--- src/rtl/instruction_sequencer_pkg.sv ---
// Shared definitions for the instruction sequencer: state codes, opcode
// constants, instruction field positions and a small opcode classifier.
package instruction_sequencer_pkg;

  // State codes are visible on StateOutput, so the encoding is fixed.
  typedef enum logic [2:0] {
    ST_IDLE      = 3'd0,
    ST_FETCH     = 3'd1,
    ST_DECODE    = 3'd2,
    ST_EXECUTE   = 3'd3,
    ST_MEMORY    = 3'd4,
    ST_WRITEBACK = 3'd5,
    ST_HALT      = 3'd6
  } state_t;

  localparam logic [4:0] OPC_NOP  = 5'b00000;
  localparam logic [4:0] OPC_JMP  = 5'b11000;
  localparam logic [4:0] OPC_JZ   = 5'b11001;
  localparam logic [4:0] OPC_HALT = 5'b11111;

  // Instruction word layout: [21:17] opcode, [16] mode, [15:0] operand.
  localparam int INSTR_WIDTH = 22;
  localparam int OPC_MSB     = 21;
  localparam int OPC_LSB     = 17;
  localparam int MODE_BIT    = 16;
  localparam int OPERAND_LSB = 0;

  // Control-flow and no-op instructions leave the accumulator untouched.
  function automatic logic writes_acc(input logic [4:0] opcode);
    return !((opcode == OPC_NOP) || (opcode == OPC_JMP) || (opcode == OPC_JZ));
  endfunction

endpackage

--- src/rtl/instruction_sequencer_pc_unit.sv ---
// Program counter for the instruction sequencer.
// Ports:
//   i_clk, i_rst  clock, asynchronous active-high reset
//   i_load        load i_target into the PC (taken jump)
//   i_inc         advance the PC by one, wrapping at 2^PC_WIDTH
//   i_target      jump target (operand low bits)
//   o_pc          current program counter
module instruction_sequencer_pc_unit #(
  parameter int PC_WIDTH = 8
) (
  input  logic                i_clk,
  input  logic                i_rst,
  input  logic                i_load,
  input  logic                i_inc,
  input  logic [PC_WIDTH-1:0] i_target,
  output logic [PC_WIDTH-1:0] o_pc
);

  logic [PC_WIDTH-1:0] r_pc;

  // Load has priority; the FSM never raises both, but a jump must win.
  always_ff @(posedge i_clk or posedge i_rst) begin
    if (i_rst) begin
      r_pc <= '0;
    end else if (i_load) begin
      r_pc <= i_target;
    end else if (i_inc) begin
      r_pc <= r_pc + PC_WIDTH'(1);
    end
  end

  assign o_pc = r_pc;

endmodule

--- src/rtl/instruction_sequencer.sv ---
// Fetch/decode/execute controller of the Harvard core. Owns the instruction
// register and memory wait counter, drives the PC unit and issues one
// registered enable per phase.
// Ports:
//   ClockInput, ResetInput        clock, asynchronous active-high reset
//   RunInput                      start / continue at instruction boundaries
//   InstructionInput              ROM word addressed by ProgramCounterOutput
//   AccZeroInput                  accumulator-is-zero flag (for JZ)
//   DataReadyInput                data memory access complete
//   ProgramCounterOutput          ROM address
//   InstructionRegisterOutput     latched instruction for the decoder
//   Fetch/Decode/ExecuteEnable    phase enables
//   DataRequestOutput             data memory request (MEMORY phase)
//   AccWriteEnableOutput          accumulator write strobe (WRITEBACK)
//   HaltedOutput, FaultOutput     halted state, memory timeout seen
//   StateOutput                   current state code
module instruction_sequencer
  import instruction_sequencer_pkg::*;
#(
  parameter int PC_WIDTH       = 8,
  parameter int MEM_WAIT_LIMIT = 15
) (
  input  logic                   ClockInput,
  input  logic                   ResetInput,
  input  logic                   RunInput,
  input  logic [INSTR_WIDTH-1:0] InstructionInput,
  input  logic                   AccZeroInput,
  input  logic                   DataReadyInput,
  output logic [PC_WIDTH-1:0]    ProgramCounterOutput,
  output logic [INSTR_WIDTH-1:0] InstructionRegisterOutput,
  output logic                   FetchEnableOutput,
  output logic                   DecodeEnableOutput,
  output logic                   ExecuteEnableOutput,
  output logic                   DataRequestOutput,
  output logic                   AccWriteEnableOutput,
  output logic                   HaltedOutput,
  output logic                   FaultOutput,
  output logic [2:0]             StateOutput
);

  localparam int WAIT_W = $clog2(MEM_WAIT_LIMIT + 1);
  // Counter value during the last permitted MEMORY cycle.
  localparam logic [WAIT_W-1:0] WAIT_LAST = WAIT_W'(MEM_WAIT_LIMIT - 1);

  state_t                 r_state;
  state_t                 w_state_next;
  logic [INSTR_WIDTH-1:0] r_ir;
  logic [WAIT_W-1:0]      r_wait;
  logic                   r_fetch_en;
  logic                   r_decode_en;
  logic                   r_exec_en;
  logic                   r_data_req;
  logic                   r_acc_we;
  logic                   r_halted;
  logic                   r_fault;
  logic                   w_fault_set;
  logic                   w_pc_load;
  logic                   w_pc_inc;
  logic [4:0]             w_opcode;
  logic                   w_mode;

  assign w_opcode = r_ir[OPC_MSB:OPC_LSB];
  assign w_mode   = r_ir[MODE_BIT];

  always_comb begin
    w_state_next = r_state;
    w_fault_set  = 1'b0;
    w_pc_load    = 1'b0;
    w_pc_inc     = 1'b0;
    case (r_state)
      ST_IDLE:   if (RunInput) w_state_next = ST_FETCH;
      ST_FETCH:  w_state_next = ST_DECODE;
      ST_DECODE: w_state_next = ST_EXECUTE;
      ST_EXECUTE: begin
        if (w_opcode == OPC_HALT) w_state_next = ST_HALT;
        else if (w_mode)          w_state_next = ST_MEMORY;
        else                      w_state_next = ST_WRITEBACK;
      end
      ST_MEMORY: begin
        // Ready is checked first so a late response on the last cycle wins.
        if (DataReadyInput) begin
          w_state_next = ST_WRITEBACK;
        end else if (r_wait == WAIT_LAST) begin
          w_state_next = ST_HALT;
          w_fault_set  = 1'b1;
        end
      end
      ST_WRITEBACK: begin
        if (w_opcode == OPC_JMP)                       w_pc_load = 1'b1;
        else if ((w_opcode == OPC_JZ) && AccZeroInput) w_pc_load = 1'b1;
        else                                           w_pc_inc  = 1'b1;
        w_state_next = RunInput ? ST_FETCH : ST_IDLE;
      end
      ST_HALT: w_state_next = ST_HALT;
      default: w_state_next = ST_IDLE;
    endcase
  end

  always_ff @(posedge ClockInput or posedge ResetInput) begin
    if (ResetInput) begin
      r_state     <= ST_IDLE;
      r_ir        <= '0;
      r_wait      <= '0;
      r_fetch_en  <= 1'b0;
      r_decode_en <= 1'b0;
      r_exec_en   <= 1'b0;
      r_data_req  <= 1'b0;
      r_acc_we    <= 1'b0;
      r_halted    <= 1'b0;
      r_fault     <= 1'b0;
    end else begin
      r_state <= w_state_next;
      if (r_state == ST_FETCH) r_ir <= InstructionInput;
      // Counts MEMORY cycles already spent; cleared whenever MEMORY is left.
      if ((r_state == ST_MEMORY) && (w_state_next == ST_MEMORY)) r_wait <= r_wait + WAIT_W'(1);
      else                                                       r_wait <= '0;
      // Enables are registered from the next state so they line up exactly
      // with the state they belong to.
      r_fetch_en  <= (w_state_next == ST_FETCH);
      r_decode_en <= (w_state_next == ST_DECODE);
      r_exec_en   <= (w_state_next == ST_EXECUTE);
      r_data_req  <= (w_state_next == ST_MEMORY);
      r_acc_we    <= (w_state_next == ST_WRITEBACK) && writes_acc(w_opcode);
      r_halted    <= (w_state_next == ST_HALT);
      r_fault     <= r_fault | w_fault_set;
    end
  end

  instruction_sequencer_pc_unit #(
    .PC_WIDTH(PC_WIDTH)
  ) u_pc_unit (
    .i_clk    (ClockInput),
    .i_rst    (ResetInput),
    .i_load   (w_pc_load),
    .i_inc    (w_pc_inc),
    .i_target (r_ir[OPERAND_LSB +: PC_WIDTH]),
    .o_pc     (ProgramCounterOutput)
  );

  assign InstructionRegisterOutput = r_ir;
  assign FetchEnableOutput         = r_fetch_en;
  assign DecodeEnableOutput        = r_decode_en;
  assign ExecuteEnableOutput       = r_exec_en;
  assign DataRequestOutput         = r_data_req;
  assign AccWriteEnableOutput      = r_acc_we;
  assign HaltedOutput              = r_halted;
  assign FaultOutput               = r_fault;
  assign StateOutput               = r_state;

endmodule

--- config.mk ---
export PLATFORM = sky130hd
export DESIGN_NAME = instruction_sequencer
export DESIGN_NICKNAME = d
export VERILOG_FILES = /design/src/rtl/instruction_sequencer_pkg.sv /design/src/rtl/instruction_sequencer_pc_unit.sv /design/src/rtl/instruction_sequencer.sv
export SDC_FILE = /design/constraint.sdc
export NUM_CORES = 1
export LEC_CHECK = 0
export ABC_AREA = 1
export CORE_UTILIZATION = 41
export DETAILED_ROUTE_END_ITERATION = 8
export PLACE_DENSITY = 0.82
export SKIP_CTS_REPAIR_TIMING = 1
export SLEW_MARGIN = 15
export SYNTH_ARGS = -nofsm -noshare
export SYNTH_HDL_FRONTEND = slang
export SYNTH_SLANG_ARGS = --single-unit
--- constraint.sdc ---
create_clock -name ClockInput -period 1.57 [get_ports ClockInput]
set_clock_uncertainty 0.2 [all_clocks]
set_input_delay 0.157 -clock ClockInput [delete_from_list [all_inputs] [get_ports ClockInput]]
set_output_delay 0.157 -clock ClockInput [all_outputs]
set_load 0.1 [all_outputs]
==> results.rst <==
.. list-table::
   :header-rows: 1

   * - Metric
     - Value
   * - Start point of the critical path
     - StateOutput[1]
   * - Hold Path Class
     - input pin to asynchronous set/reset pin
   * - Placed cell area
     - between 3000 and 4000 um^2
   * - Crit path to
     - r_wait[1]
   * - Actual slew at the worst max-slew pin
     - approximately 0.32 ns
   * - Critical-path cell list
     - buf_6 -> nand2_4 -> nand2_2 -> inv_2 -> nand2_4 -> nor2_4 -> nand3_4 -> nor2_2
   * - Switching share of power
     - around a fifth
   * - Effective utilization at floorplan
     - between 40% and 50%
   * - Outcome
     - finished, violations left
   * - Worst vdd rail ir drop
     - approximately 0.43 mV
   * - Top cell family by delay on the critical path
     - simple AND/OR/NAND/NOR gates
   * - Average wire length per cell after detail routing
     - 14.34 um
   * - Fraction of the mapped netlist area in adder cells
     - around 1.8%
   * - Setup WS pre-CTS
     - -0.02562 ns
   * - Die H
     - 72.68 um
   * - Comb power frac
     - 4.4%
   * - Library cell appearing most often on the critical path
     - nand2_4
   * - Vias in the first global route
     - 1808
   * - Crit Path Max Fanout
     - 6
   * - Count of vias placed by the detailed router
     - 1926
   * - Ratio of total power to cell area
     - 601.9 nW/um^2
   * - Post-layout power
     - about 0.0022 W
   * - Largest family of logic cells by synthesized area
     - simple AND/OR/NAND/NOR gates
   * - Number of setup violations in the final report
     - 24
   * - Top achievable clock speed
     - between 600 and 700 MHz
   * - WS Path Type
     - register to register
   * - Leakage component of the power
     - 1.661 nW
   * - CP Capture Type
     - register
   * - Cell type with the largest total area after synthesis
     - dfrtp_1
   * - CTS sink count
     - 44
   * - Number of hold-slack violations in the final timing report
     - 8
   * - Met1 demand-to-capacity share in global routing
     - between 20% and 30%
   * - Multiplexer fraction of the synthesized cell area
     - 0%
   * - Endpoint of the worst-slack reg-to-reg timing path
     - r_wait[1]
   * - Final cell area excluding filler cells
     - 3625 um^2
   * - Cell depth of the worst setup path
     - 8
   * - Final ANT Viol Nets
     - 0
   * - R2R Setup Slk
     - -0.05 ns
   * - Most area-consuming cells after synthesis
     - dfrtp_1 54%, nand2_1 16%, nor2_1 3.7%
   * - Number of max-slew violations in the final report
     - 0
   * - Layer with the highest usage
     - met2
   * - Synth-to-layout area growth
     - 76.97%
   * - Failing checks
     - hold timing, setup timing
   * - Clock transition at path regs
     - about 0.08 ns
   * - Number of core rows
     - 25
   * - Setup repair after global routing missed its margin
     - yes
   * - Reg2reg path depth
     - 8
   * - Final weighted congestion in routability-driven placement
     - 0.9174
   * - Wire length after detailed routing
     - approximately 5600 um
   * - Count of input and output buffers
     - 66
   * - Cell-internal power
     - about 0.0018 W
   * - Proportion of layout cells with a drive suffix above 1
     - 39.01%
   * - Share of Yosys cell area claimed by the top area cell type
     - 53.76%
   * - CP max-delay cell
     - dfrtp_4
   * - Antenna cell count
     - 0
   * - Sw power
     - 0.0004269 W
   * - Count of nets after finishing
     - 352
   * - Cell at the root of the clock tree
     - clkbuf_8
   * - Placed wire-length estimate after detailed placement
     - 3616 um
   * - Gr ovfl total
     - 0
   * - Simple-Gate Fraction of Synth Area
     - ~30%
   * - Reg power frac
     - 51.9%
   * - Wire length of the first global-routing pass
     - between 8000 and 9000 um
   * - DR DRC count
     - 0
   * - Buffers & Inverters on Critical Path
     - 2
   * - H-tree level count
     - 2
   * - Mapped Avg Cell Area
     - around 8.7 um^2
   * - Initial antenna violation count
     - 0
   * - Chip width
     - 72.68 um
   * - Clock tree from TritonCTS
     - built
   * - Count of TritonRoute iterations in the first routing pass
     - 4
   * - CP max stage delay
     - 0.54 ns
   * - Xor/xnor share of the synthesized area
     - roughly 1.3%
   * - Global routing usage on met2
     - between 30% and 40%
   * - Post-Route Hold Slack
     - -0.009665 ns
   * - Clock Tree Buf Depth
     - 2
   * - Core area
     - ~4800 um^2
   * - Setup crit start kind
     - register
   * - Synth cell types
     - 33
   * - Critical R2R Launch
     - StateOutput[1]
   * - Number of clock buffers inserted by TritonCTS
     - 5
   * - Post-route fraction of the period consumed by the critical path
     - 103.3%
   * - Die Area
     - 5282 um^2
   * - Data arrival time at the worst-slack endpoint
     - 1.65 ns
   * - Synthesized-area fraction occupied by ao, oa, aoi and oai cells
     - ~7%
   * - I/O Pins
     - between 60 and 70
   * - Synthesized netlist cell count
     - about 240
   * - End-of-flow core utilization
     - approximately 76%
   * - Max-slew headroom at the worst pin
     - around 78%
   * - Gr usage total
     - just over 20%
   * - Detail-routed via count per cell
     - between 4 and 5
   * - Largest net degree at the start of global routing
     - 45
   * - Clock power share
     - a little over two fifths
   * - Net count of the mapped netlist
     - 265
   * - Max Cap Violations
     - 0
   * - Detailed router's first-iteration violation count
     - around 120
   * - Routing usage on met3
     - roughly 6.2%
   * - Final worst path period need
     - 1.621 ns
   * - Flop and latch count out of synthesis
     - 44
   * - Post-Synthesis Cell Area
     - 2048 um^2
   * - Final setup slack of the worst path
     - -0.05122 ns
   * - Synth warn
     - 0
   * - Worst-skew pair later-pin latency
     - around 0.30 ns
   * - Sequential cell area fraction in the yosys report
     - between 50% and 60%
   * - Required time at the endpoint of the critical path
     - 1.60 ns
[cells in the mapped netlist (all sizes together)]
cell and n:
inv 20, o211ai 2, a31oi 1, xor2 2, nand2 90, a21oi 4
nor2 23, buf 6, clkinv 1, nand4 1, nand3 12, nand3b 2
nor3 5, clkbuf 1, or2 1, nor4 1, ha 3, o221ai 2
dfrtp 44, o21ai 12, o21a 1, xnor2 1
[power by group through the flow]
| stage | logic, W | registers (W) | clock network (W) |
|---|---|---|---|
| after floorplan | 0.0000183 | 0.00116 | 0 |
| after global placement | 0.0000963 | 0.00116 | 0 |
| after detailed placement | 0.0000969 | 0.00116 | 0 |
| after CTS | 0.0000972 | 0.00113 | 0.000969 |
| after global routing | 0.000105 | 0.00113 | 0.00102 |
| final | 0.0000963 | 0.00113 | 0.000954 |
[layout make-up]
cell class,instances,area [um^2]
clock buffers,7,96.34
inverters,21,91.34
flip-flops and latches,44,1151
clock inverters,1,30.03
multi-input cells,164,928.4
repair buffers,86,1244
fillers,310,1130
well taps,67,83.83
[metrics by stage]
| step | hold slack, ns | cells | setup TNS, ns |
|---|---|---|---|
| floorplan | 0.06655 | 235 | -3.601 |
| global placement | 0.3113 | 375 | 0 |
| detailed placement | 0.3157 | 375 | -0.04107 |
| CTS | 0.007915 | 383 | -0.3088 |
| global route | 0.008554 | 390 | -2.964 |
| finish | -0.009665 | 390 | -0.2707 |
[flip-flops by register name, summed over array words and instances (netlist names)]
| name | cells |
|---|---|
| InstructionRegisterOutput | 22 |
| StateOutput | 3 |
| HaltedOutput | 1 |
| DecodeEnableOutput | 1 |
| ExecuteEnableOutput | 1 |
| u_pc_unit.o_pc | 8 |
| DataRequestOutput | 1 |
| r_wait | 4 |
| FetchEnableOutput | 1 |
| FaultOutput | 1 |
| AccWriteEnableOutput | 1 |
[cells by family after synthesis]
group,after synthesis
AND/OR/NAND/NOR,135
flip-flops,44
buffers and inverters,28
AO/OA/AOI/OAI,22
XOR/XNOR,3
adder cells (fa/ha/maj),3
[cells in the final DEF, fill, tap and decap left out, drive strengths merged]
cell	netlist	routed
a21oi	4	4
a31oi	1	1
buf	6	60
bufinv	0	1
clkbuf	1	7
clkdlybuf4s50	0	26
dfrtp	44	44
ha	3	3
inv	20	21
nand2	90	90
nand3	12	13
nand3b	2	2
nand4	1	1
nor2	23	23
nor3	5	5
nor4	1	1
o211ai	2	2
o21a	1	1
o21ai	12	12
o221ai	2	2
or2	1	1
xnor2	1	1
xor2	2	2
[worst min-delay path by stage]
stage	cells after the start	endpoint	slack, ns
final	3	FaultOutput	-0.01
after global routing	3	StateOutput[1]	0.009
after CTS	3	InstructionRegisterOutput[14]	0.008
after detailed placement	2	FaultOutput	0.32
after global placement	2	FaultOutput	0.31
after floorplan	2	InstructionRegisterOutput[16]	0.07
[routing by layer]
metal / wire length (um) / share of wire, %
met1: 2306 / 41
met2: 2847 / 51
met3: 280 / 5.0
met4: 157 / 2.8
met5: 0 / 0
[worst reg2reg max path: cells and delay by family (launching register included)]
kind	cells	cell delay, ns
buf+inv	2	0.22
flops	1	0.54
simple gates	6	0.60
(Power assumes the default switching activity.)
==> edit 1, RTL diff (same flow settings) <==
Set the parameter `MEM_WAIT_LIMIT` to 30 (it was 15).
--- a/src/rtl/instruction_sequencer.sv
+++ b/src/rtl/instruction_sequencer.sv
@@ -19,5 +19,5 @@
 #(
   parameter int PC_WIDTH       = 8,
-  parameter int MEM_WAIT_LIMIT = 15
+  parameter int MEM_WAIT_LIMIT = 30
 ) (
   input  logic                   ClockInput,
Check against the original RTL: no difference found for any inputs over 10 cycles, from zero or initial values and one cycle with ResetInput high; that may be too few to reach the edited logic, so the function may still have changed.
==> edit 1 against the unedited design <==
The flow still finishes with violations (hold timing, setup timing). Routed wire length rose by 18%. Design area rose by 4.5%. Global-route usage rose by 0.77 points. Non-clock buffer count rose by 9. First-iteration DRC count rose by 130%. Utilization rose by 1.9 points. Area after synthesis rose by 3.7%. Sequential cell count rose by 1. Setup slack got worse by 0.063 ns. Largest cell class unchanged.
Power is not shown: default switching activity piles up to over one toggle a cycle in this logic, so the estimate is an artifact.
==> edit 1: results (changes against the unedited design) <==
Initial DRC count: 280 (+130%)
Minimum setup slack in the final design: -0.115 ns (-0.0634 ns)
Highest net fanout along the worst path: 7 (+1)
Tot GR Track Use: 0.213 (+0.00773)
Final setup viols: 16 (-33%)
Root buffer cell: sky130_fd_sc_hd__clkbuf_8
Violations in the final reports: hold timing, setup timing
Most frequent cells after synthesis: sky130_fd_sc_hd__nand2_1 (90), sky130_fd_sc_hd__dfrtp_1 (45), sky130_fd_sc_hd__nor2_1 (23)
Cell types with the largest area share after synthesis: sky130_fd_sc_hd__dfrtp_1 (53%), sky130_fd_sc_hd__nand2_1 (16%), sky130_fd_sc_hd__nor2_1 (4.1%)
Cell Count, Final, Fillers Out: 410 (+5.1%)
Slowest-stage cell, CP: sky130_fd_sc_hd__dfrtp_4
Number of I/O port buffers: 66 (unchanged)
Cell count after placement: 384 (+2.4%)
Register Area: 1170 µm² (+2.1%)
Vias in the first global route: 1,817 (+0.50%)
Endpoints failing hold: 8 (unchanged)
Max-slew headroom at the worst pin: 0.819 (+0.0365)
Net Count, Synth: 274 (+3.4%)
Placed cell area: 3460 µm² (+3.9%)
Number of standard cells after synthesis: 244 (+3.8%)
Top cell family by delay on the critical path: simple AND/OR/NAND/NOR gates
Buffer levels on the longest clock path: 2 (unchanged)
Class of the tightest hold or removal check: in2async
CTS HTree Levels: 2 (unchanged)
Global-route wire length before repair: 8650 µm (+6.0%)
TNS Setup: -0.892 ns (-0.621 ns)
Pre-CTS setup slack: -0.0511 ns (-0.0254 ns)
Data arrival time at the worst-slack endpoint: 1.71 ns (+0.06 ns)
Proportion of synthesized chip area in sequential cells: 0.530 (-0.00753)
Number of distinct library cells after synthesis: 33 (unchanged)
Reg clk slew, reported paths: 0.09 ns
Initial antenna violation count: 0 (unchanged)
Insertion delay to the later sink of the worst-skew pair: 0.30 ns (about the same)
Number of clock buffers inserted by TritonCTS: 5 (unchanged)
Final HPWL DP: 4060 µm (+12%)
Final weighted congestion in routability-driven placement: 0.896 (-2.3%)
Largest net degree at the start of global routing: 46 (+2.2%)
Fill cell count: 277 (-11%)
Share of post-route cells with drive strength above 1: 0.420 (+0.0297)
Antenna fix cells: 0 (unchanged)
Proportion of register bits with asynchronous set or reset after synthesis: 1.00 (unchanged)
Via count: 2,107 (+9.4%)
Max FFs per register: 22 (unchanged)
Yosys warns: 0 (unchanged)
WL/cell: 16.1 µm (+12%)
Hold_ws: -0.00392 ns (+0.00575 ns)
Predominant post-synthesis flop cell: sky130_fd_sc_hd__dfrtp_1
Number of nets in the finished design: 372 (+5.7%)
Result of the run: finished with violations
Largest stage delay on the critical path: 0.52 ns (-0.02 ns)
Count of TritonRoute iterations in the first routing pass: 5 (+1)
==> edit 1: cell types whose count changed after synthesis, moves of 3 or more <==
cell,before,now
sky130_fd_sc_hd__inv_1,14,17
sky130_fd_sc_hd__nand2_1,87,90
sky130_fd_sc_hd__nor2_1,20,23
sky130_fd_sc_hd__a21oi_1,4,7
==> edit 1: worst paths after layout <==
check                      slack, ns                       endpoint                          from  cells past startpoint
min in group ClockInput         0.18  InstructionRegisterOutput[20]          InstructionInput[20]                      3
max in group asynchronous       0.93                 StateOutput[2]                    ResetInput                      3
min                           -0.004  InstructionRegisterOutput[17]                    ResetInput                      3
max reg2reg                    -0.11                      r_wait[1]                StateOutput[0]                      8
min reg2reg                     0.33   InstructionRegisterOutput[8]  InstructionRegisterOutput[8]                      2
max                            -0.11                      r_wait[1]                StateOutput[0]                      8
==> edit 1: logic make-up (layout without fill, tap and decap cells) <==
family | count (synthesis) | after routing | share of synthesized area
XOR/XNOR | 4 | 4 | 0.0165
AND/OR/NAND/NOR | 137 | 138 | 0.300
buffers and inverters | 30 | 128 | 0.0618
flip-flops | 45 | 45 | 0.530
adder cells (fa/ha/maj) | 3 | 3 | 0.0177
AO/OA/AOI/OAI | 25 | 25 | 0.0742
==> edit 1: layer usage <==
layer	part of all wire	GRT usage	vias up
met1	0.39	0.277	998
li1	-	-	961
met2	0.51	0.353	118
met4	0.041	0.0705	0
met3	0.059	0.0501	30
met5	0	0	-
==> edit 1: final cells by class <==
type	instances	share of cell area
Timing Repair Buffer	95	0.345
Sequential cell	45	0.310
Multi-Input combinational cell	170	0.270
Inverter	25	0.0320
Tap cell	67	0.0221
Clock buffer	8	0.0211
==> edit 2, RTL diff (same flow settings) <==
Without the edit above. Put a register stage on the output `ProgramCounterOutput`, cleared by the reset. The value now appears one clock later. The other outputs are not delayed to match.
--- a/src/rtl/instruction_sequencer.sv
+++ b/src/rtl/instruction_sequencer.sv
@@ -42,4 +42,6 @@
   // Counter value during the last permitted MEMORY cycle.
   localparam logic [WAIT_W-1:0] WAIT_LAST = WAIT_W'(MEM_WAIT_LIMIT - 1);
+
+  logic [PC_WIDTH-1:0] ProgramCounterOutput_d;
 
   state_t                 r_state;
@@ -135,5 +137,5 @@
     .i_inc    (w_pc_inc),
     .i_target (r_ir[OPERAND_LSB +: PC_WIDTH]),
-    .o_pc     (ProgramCounterOutput)
+    .o_pc     (ProgramCounterOutput_d)
   );
 
@@ -148,4 +150,12 @@
   assign StateOutput               = r_state;
 
+  always_ff @(posedge ClockInput or posedge ResetInput) begin
+    if (ResetInput) begin
+      ProgramCounterOutput <= '0;
+    end else begin
+      ProgramCounterOutput <= ProgramCounterOutput_d;
+    end
+  end
+
 endmodule
 
Formal check against the unedited RTL: not equivalent (a bounded check fails within 10 cycles, from zero or initial values and one cycle with ResetInput high).
==> edit 2 against the unedited design <==
Area after synthesis is 8.7% higher. Routed wire length fell by 1.7%. Sequential cell count is 8 higher. Setup slack improved by 0.052 ns. Total power rose by 2.6%. Synthesized cell count up 2.1%. Global-route usage is 0.78 points lower. Via count grew 0.31%. Worst hold slack improved by 0.065 ns. Design area grew 2.1%. Largest power group unchanged.
==> edit 2: results (changes against the unedited design) <==
Net Count, Synth: 270 (+1.9%)
Insertion delay to the later sink of the worst-skew pair: 0.31 ns
Adder and majority gate portion of the synthesized area: 0.0169 (-0.00146)
Global-route wire length before repair: 8350 µm (+2.4%)
Power dissipated in sequential cells: 1.34 mW (+19%)
Initial DRC count: 146 (+21%)
Compound-cell area share of the yosys netlist: 0.0534 (-0.0162)
Largest net degree at the start of global routing: 53 (+18%)
WL/cell: 13.7 µm (-4.6%)
Share of post-route cells with drive strength above 1: 0.331 (-0.0588)
Cell count after placement: 382 (+1.9%)
Result of the run: finished clean
Root buffer cell: sky130_fd_sc_hd__clkbuf_8
Reg clk slew, reported paths: 0.10 ns (+0.02 ns)
Final HPWL DP: 3750 µm (+3.8%)
Highest net fanout along the worst path: 8 (+2)
Worst flop-to-flop path endpoint: r_wait[2]
Number of standard cells after synthesis: 240 (+2.1%)
Reported leakage power: 1.70 nW (+2.5%)
Startpoint of the worst setup timing path: StateOutput[2]
Max-slew headroom at the worst pin: 0.789 (+0.00567)
Ratio of total power to cell area: 605 nW/µm² (+0.45%)
Share of total power consumed by net switching: 0.227 (+0.0317)
Post-Route WL: 5500 µm (-1.7%)
Final weighted congestion in routability-driven placement: 0.788 (-14%)
Via count: 1,932 (+0.31%)
Comb pwr share: 0.045
Placed cell area: 3470 µm² (+4.2%)
Number of distinct library cells after synthesis: 33 (unchanged)
Proportion of synthesized chip area in sequential cells: 0.585 (+0.0470)
Predominant post-synthesis flop cell: sky130_fd_sc_hd__dfrtp_1
Post-Synth XOR/XNOR Area: 0.0157 (+0.00291)
Proportion of register bits with asynchronous set or reset after synthesis: 1.00 (unchanged)
Pre-CTS setup slack: -0.0871 ns (-0.0615 ns)
Largest stage delay on the critical path: 0.50 ns (-0.04 ns)
Slowest-stage cell, CP: sky130_fd_sc_hd__dfrtp_2
Fill cell count: 356 (+15%)
Worst Reg2Reg Path Length in Cells: 8 (unchanged)
Antenna fix cells: 0 (unchanged)
Number of clock buffers inserted by TritonCTS: 5 (unchanged)
Minimum setup slack in the final design: 0.000506 ns (+0.0517 ns)
Data arrival time at the worst-slack endpoint: 1.57 ns (-0.08 ns)
Most frequent cells after synthesis: sky130_fd_sc_hd__nand2_1 (91), sky130_fd_sc_hd__dfrtp_1 (52), sky130_fd_sc_hd__nor2_1 (19)
Category of the critical setup timing path: reg2reg
Tot GR Track Use: 0.198 (-0.00781)
Worst vdd rail ir drop: 0.000516 V (+19%)
Cell types with the largest area share after synthesis: sky130_fd_sc_hd__dfrtp_1 (58%), sky130_fd_sc_hd__nand2_1 (15%), sky130_fd_sc_hd__nor2_1 (3.2%)
Vias in the first global route: 1,802 (-0.33%)
Final setup viols: 0 (-100%)
Number of nets in the finished design: 361 (+2.6%)
Initial antenna violation count: 0 (unchanged)
-- edit 2: layout make-up --
cell class	count	area, µm²	area share
sequential	52	1310	0.355
timing repair buffer	89	1260	0.340
multi-input combinational	162	855	0.231
inverter	21	91.3	0.0247
tap	70	87.6	0.0237
clock buffer	5	68.8	0.0186
clock inverter	3	26.3	0.00710
-- edit 2: worst min path at each step --
stage | startpoint | end | slack (ns)
floorplan | ResetInput | AccWriteEnableOutput | 0.01
global placement | u_pc_unit.o_pc[3] | ProgramCounterOutput[3] | 0.21
detailed placement | u_pc_unit.o_pc[3] | ProgramCounterOutput[3] | 0.20
CTS | ResetInput | InstructionRegisterOutput[3] | 0.07
global route | ResetInput | InstructionRegisterOutput[3] | 0.09
finish | ResetInput | u_pc_unit.o_pc[2] | 0.06
-- edit 2: routing by layer --
layer / track usage / vias up / part of all wire
met5: 0 / - / 0
met4: 0.0720 / 0 / 0.017
met3: 0.0437 / 8 / 0.050
met2: 0.347 / 74 / 0.54
met1: 0.239 / 911 / 0.39
li1: - / 939 / -
